--- config.mk ---
export PLATFORM = sky130hd
export DESIGN_NAME = eth_pcs_rx_block_lock_mlane
export DESIGN_NICKNAME = d
export VERILOG_FILES = /design/src/rtl/eth_pcs_rx_block_lock_mlane.sv
export SDC_FILE = /design/constraint.sdc
export NUM_CORES = 1
export LEC_CHECK = 0
export ABC_AREA = 1
export BUFFER_PORTS_ARGS = -buffer_cell sky130_fd_sc_hd__clkbuf_2
export CAP_MARGIN = 25
export CORE_MARGIN = 2
export CORE_UTILIZATION = 50
export DETAILED_ROUTE_END_ITERATION = 6
export PLACE_DENSITY = 0.73
export RECOVER_POWER = 100
export SLEW_MARGIN = 20
export SYNTH_ARGS = -nofsm -noshare
export SYNTH_HDL_FRONTEND = slang
export SYNTH_SLANG_ARGS = --single-unit
--- constraint.sdc ---
create_clock -name i_clk -period 4.4 [get_ports i_clk]
set_clock_uncertainty 0.2 [all_clocks]
set_input_delay 0.22 -clock i_clk [delete_from_list [all_inputs] [get_ports i_clk]]
set_output_delay 0.22 -clock i_clk [all_outputs]
set_load 0.02 [all_outputs]
--- src/rtl/eth_pcs_rx_block_lock_mlane.sv ---
// Multi-lane PCS receive block lock: each lane independently hunts for a 2-bit sync
// header alignment, requests gearbox slips, and reports lock once a full window is clean.
module eth_pcs_rx_block_lock_mlane #(
    parameter int N_LANES     = 4,
    parameter int SH_VAL_TH   = 64,
    parameter int SH_INVAL_TH = 16,
    parameter int SLIP_WAIT   = 4,
    localparam int W_SYNC     = 2
) (
    input  logic                   i_clk,
    input  logic                   i_reset,
    input  logic [N_LANES-1:0]     i_valid,
    input  logic [N_LANES*W_SYNC-1:0] i_sync_hdr,
    output logic [N_LANES-1:0]     o_slip,
    output logic [N_LANES-1:0]     o_blk_lock,
    output logic                   o_all_lock,
    output logic [N_LANES*8-1:0]   o_slip_cnt,
    output logic [N_LANES*2-1:0]   o_dbg_state
);

    localparam logic [W_SYNC-1:0] SYNC_DATA = 2'b01;
    localparam logic [W_SYNC-1:0] SYNC_CTRL = 2'b10;

    localparam int SH_W  = $clog2(SH_VAL_TH + 1);
    localparam int INV_W = $clog2(SH_INVAL_TH + 1);
    localparam int WT_W  = $clog2(SLIP_WAIT + 1);

    localparam logic [SH_W-1:0]  SH_LAST  = SH_W'(SH_VAL_TH - 1);
    localparam logic [INV_W-1:0] INV_LAST = INV_W'(SH_INVAL_TH - 1);
    localparam logic [WT_W-1:0]  WT_LAST  = WT_W'(SLIP_WAIT - 1);

    typedef enum logic [1:0] {
        ST_LOCK_INIT = 2'd0,
        ST_TEST      = 2'd1,
        ST_SLIP_WAIT = 2'd2
    } state_t;

    if (N_LANES < 1 || N_LANES > 20 || SH_INVAL_TH < 1 || SH_INVAL_TH > SH_VAL_TH || SLIP_WAIT < 1) begin : g_param_check
        $error("eth_pcs_rx_block_lock_mlane: illegal parameter combination");
    end

    logic [N_LANES-1:0] lock_nxt;
    logic               all_lock_q;

    for (genvar g = 0; g < N_LANES; g++) begin : g_lane
        state_t            state_q, state_n;
        logic [SH_W-1:0]   sh_q, sh_n;
        logic [INV_W-1:0]  inv_q, inv_n;
        logic [WT_W-1:0]   wt_q, wt_n;
        logic              lock_q, lock_n;
        logic              slip_q, slip_n;
        logic [7:0]        scnt_q, scnt_n;
        logic [W_SYNC-1:0] hdr;
        logic              hdr_ok;
        logic              vld;

        assign hdr    = i_sync_hdr[W_SYNC*g +: W_SYNC];
        assign vld    = i_valid[g];
        assign hdr_ok = (hdr == SYNC_DATA) || (hdr == SYNC_CTRL);

        always_ff @(posedge i_clk) begin : lane_reg
            if (i_reset) begin
                state_q <= ST_LOCK_INIT;
                sh_q    <= '0;
                inv_q   <= '0;
                wt_q    <= '0;
                lock_q  <= 1'b0;
                slip_q  <= 1'b0;
                scnt_q  <= '0;
            end else begin
                state_q <= state_n;
                sh_q    <= sh_n;
                inv_q   <= inv_n;
                wt_q    <= wt_n;
                lock_q  <= lock_n;
                slip_q  <= slip_n;
                scnt_q  <= scnt_n;
            end
        end

        // Invalid beats a window boundary: an invalid header that reaches the
        // threshold slips even if it is also the last header of the window.
        always_comb begin : lane_next
            state_n = state_q;
            sh_n    = sh_q;
            inv_n   = inv_q;
            wt_n    = wt_q;
            lock_n  = lock_q;
            slip_n  = 1'b0;
            case (state_q)
                ST_LOCK_INIT: begin
                    sh_n    = '0;
                    inv_n   = '0;
                    wt_n    = '0;
                    state_n = ST_TEST;
                end
                ST_TEST: begin
                    if (vld) begin
                        sh_n = sh_q + SH_W'(1);
                        if (!hdr_ok) begin
                            inv_n = inv_q + INV_W'(1);
                        end
                        if (!hdr_ok && (!lock_q || inv_q == INV_LAST)) begin
                            slip_n  = 1'b1;
                            lock_n  = 1'b0;
                            sh_n    = '0;
                            inv_n   = '0;
                            wt_n    = '0;
                            state_n = ST_SLIP_WAIT;
                        end else if (sh_q == SH_LAST) begin
                            lock_n = 1'b1;
                            sh_n   = '0;
                            inv_n  = '0;
                        end
                    end
                end
                ST_SLIP_WAIT: begin
                    if (vld) begin
                        if (wt_q == WT_LAST) begin
                            wt_n    = '0;
                            sh_n    = '0;
                            inv_n   = '0;
                            state_n = ST_TEST;
                        end else begin
                            wt_n = wt_q + WT_W'(1);
                        end
                    end
                end
                default: begin
                    state_n = ST_LOCK_INIT;
                end
            endcase
            scnt_n = (slip_n && scnt_q != 8'hFF) ? scnt_q + 8'd1 : scnt_q;
        end

        logic       slip_o, lock_o;
        logic [7:0] scnt_o;
        logic [1:0] state_o;

        always_comb begin : lane_out
            slip_o  = slip_q;
            lock_o  = lock_q;
            scnt_o  = scnt_q;
            state_o = state_q;
        end

        assign o_slip[g]           = slip_o;
        assign o_blk_lock[g]       = lock_o;
        assign o_slip_cnt[8*g +: 8] = scnt_o;
        assign o_dbg_state[2*g +: 2] = state_o;
        assign lock_nxt[g]         = lock_n;
    end

    // Registered from next-state lock bits so it rises with the last o_blk_lock.
    always_ff @(posedge i_clk) begin : all_lock_reg
        if (i_reset) begin
            all_lock_q <= 1'b0;
        end else begin
            all_lock_q <= &lock_nxt;
        end
    end

    assign o_all_lock = all_lock_q;

endmodule
==> reports/metrics.csv <==
metric,value,unit
crit_arrival,2370,ps
seq_area_frac_synth,0.360,
hpwl,9.03,mm
start_util,0.509,
cts_buffer_depth,2,
grt_remaining_overflow,0,
drc_errors,0,
synth_area_per_cell,6.55,µm²
wl_met3,551,µm
ys_types,36,
timing.fmax,0.423,GHz
peakVddDrop,253,µV
drv_cap,0,
dieArea,13000,µm²
die_h,114,µm
clock-root-buffer,clkbuf_16,
grt_setup_unrepaired,false,
place_area,6460,µm²
drv_slew,0,
crit_type,reg -> reg,
fin_area,6620,µm²
rows,40,
ant_nets,0,
placed_cells,1117,
io_buffers,62,
min_period,2370,ps
core_area,11900,µm²
crit_path_cell_trace,ha_1 > nand2_1 > nor2_1 > ha_1 > inv_1 > nand2_1 > nand2_1 > nor2_1 > nand2_1 > clkinvlp_2 > nand2_1 > a21oi_2,
grt_pass1_vias,5009,
top_layer,met4,
final_nets,1015,
gr-usage-all-layers,0.203,
power.density,354,nW/µm²
wire_per_inst,11.0,µm
post-route-period-util,0.538,
leakagePower,3.05,nW
switchingPower,0.710,mW
cts.sinks,109,
status,"finished, final reports clean",
syn_area,6060,µm²
tightestPinTransition,733,ps
ys_async_sr_fraction,0,
synth_warnings,0,
finalSetupTns,0,ps
power_frac_seq,0.461,
slew_headroom,0.510,
synth.ff_latch_count,109,
vias,5528,
grt_pass1_wl,22.0,mm
clk_latency,350,ps
grt_max_degree,63,
hold_depth,3,
p_sw_frac,0.303,
routed_wl,12.5,mm
postCtsSetupRepairBufs,0,
wl_met2,5.70,mm
postSynthNetCount,959,
crit_fanout,9,
cts_resized,0,
area.growth.synth_to_final,9.29,%
path_clk_slew,70,ps
cp-end-kind,flip-flop,
hold_class,in -> reg,
combPwrFrac,0.184,
cp.required,4410,ps
hold_viol_final,0,
antenna_found_initial,0,
numCtsBuffers,9,
met1_length,6.13,mm
crit_top_cell,nand2_1,
ff2ff_setup_slack,2030,ps
instances_no_fill,1133,
setup_violations,0,
via_per_inst,4.88,
synth_edf_count,0,
clkPwrFrac,0.355,
synthFlopType,dfxtp_1,
internal_power,1.63,mW
die_width,114,µm
cts_tree,built,
first_iter_violations,342,
antenna_cells,0,
drt_first_pass_iters,4,
ctsHtreeMaxLevel,3,
slowest_delay,360,ps
drive_gt1_frac,0.0578,
globalplace.congestion,0.833,
ios,63,
slowest_stage,clkinvlp_2,
postSynthCellCount,925,
reg2reg_depth,12,
postCtsHoldBufs,0,
crit_path_start_kind,flip-flop,
worst max-delay path: cells and delay by family (launching register included):
family,cells,cell delay (ps)
flip-flops,1,320
AO/OA/AOI/OAI,1,60
AND/OR/NAND/NOR,7,850
adder cells (fa/ha/maj),2,390
buffers and inverters,2,410
registers in the layout, summed over array words and instances (netlist names):
name	flops
g_lane.scnt_o	32
g_lane.wt_q	12
g_lane.lock_o	4
g_lane.state_o	8
g_lane.inv_q	20
o_all_lock	1
g_lane.sh_q	28
g_lane.slip_o	4
kinds of logic after synthesis:
logic type,synth area share
AND/OR/NAND/NOR,0.386
buffers and inverters,0.0954
flip-flops,0.360
AO/OA/AOI/OAI,0.0811
XOR/XNOR,0.0361
adder cells (fa/ha/maj),0.0413
layer usage:
layer / track usage / vias to the layer above
li1: - / 3006
met1: 0.267 / 2449
met2: 0.331 / 63
met3: 0.0577 / 10
met4: 0.0504 / 0
met5: 0 / -
synthesized netlist by cell type, types with 2 or more instances:
master      n  share of area
inv_1     113          0.070
clkbuf_1    9         0.0056
nand4_1    22          0.023
nand3b_1    4         0.0050
nor2_2      7         0.0072
o21bai_1    3         0.0037
clkinv_4    2         0.0029
nor2_4      8          0.015
dfxtp_1   109           0.36
nand2_4     6          0.011
nand2_1   275           0.17
inv_2       6         0.0037
ha_1       20          0.041
a31oi_1     2         0.0021
nor2_1    130          0.081
nor3_1      4         0.0033
buf_4       8         0.0099
and2_1      2         0.0021
a21oi_1    61          0.050
xnor2_1     6         0.0087
nand2_2    11          0.011
o21ai_0    26          0.021
nand3_1    60          0.050
xor2_1     19          0.027
power groups by stage:
stage / clock network (mW) / registers (mW) / logic [mW]
finish: 0.831 / 1.08 / 0.432
global route: 0.887 / 1.09 / 0.500
CTS: 0.855 / 1.08 / 0.448
detailed placement: 0 / 1.10 / 0.446
global placement: 0 / 1.10 / 0.443
floorplan: 0 / 1.11 / 0.334
worst paths after layout:
path	startpoint	endpoint
worst max-delay path	g_lane[0].inv_q[0]$_SDFFE_PP0P_	g_lane[0].scnt_o[6]$_SDFFE_PP0P_
worst min-delay path	i_valid[1]	g_lane[1].slip_o$_SDFF_PP0_
worst max register to register	g_lane[0].inv_q[0]$_SDFFE_PP0P_	g_lane[0].scnt_o[6]$_SDFFE_PP0P_
worst min register to register	g_lane[3].inv_q[4]$_SDFFE_PP0P_	g_lane[3].inv_q[4]$_SDFFE_PP0P_
placed cells by master (no fill, tap or decap), types with 3 or more instances in the layout:
cell	synthesis	final
inv_2	6	5
xnor2_1	6	6
o21bai_1	3	3
nand2_4	6	3
nand2_2	11	8
xor2_1	19	19
inv_1	113	114
nand3_1	60	60
nor2_4	8	5
dfxtp_1	109	109
clkbuf_16	0	9
o21ai_0	26	26
clkbuf_2	0	13
nor2_1	130	138
nand3b_1	4	4
ha_1	20	20
clkbuf_1	9	51
nand2_1	275	281
a21oi_1	61	61
nand4_1	22	23
nor3_1	4	4
area by class of cell:
class / instances / area, µm²
fillers: 1242 / 5290
multi-input cells: 675 / 3230
flip-flops and latches: 109 / 2180
inverters: 122 / 460
repair buffers: 64 / 264
clock buffers: 13 / 260
well taps: 147 / 184
clock inverters: 3 / 43.8
metrics by stage:
step / worst slack, ps / hold slack (ps) / total power [mW] / utilization
5_1_grt: 1770 / 70.7 / 2.48 / 0.556
3_3_place_gp: 2490 / 253 / 1.54 / 0.542
2_1_floorplan: 2620 / 224 / 1.45 / -
3_5_place_dp: 2420 / 257 / 1.55 / 0.542
4_1_cts: 2400 / 22.6 / 2.38 / 0.568
6_report: 2030 / 71.8 / 2.34 / 0.556
No activity file was read; power rests on OpenSTA's default activity.
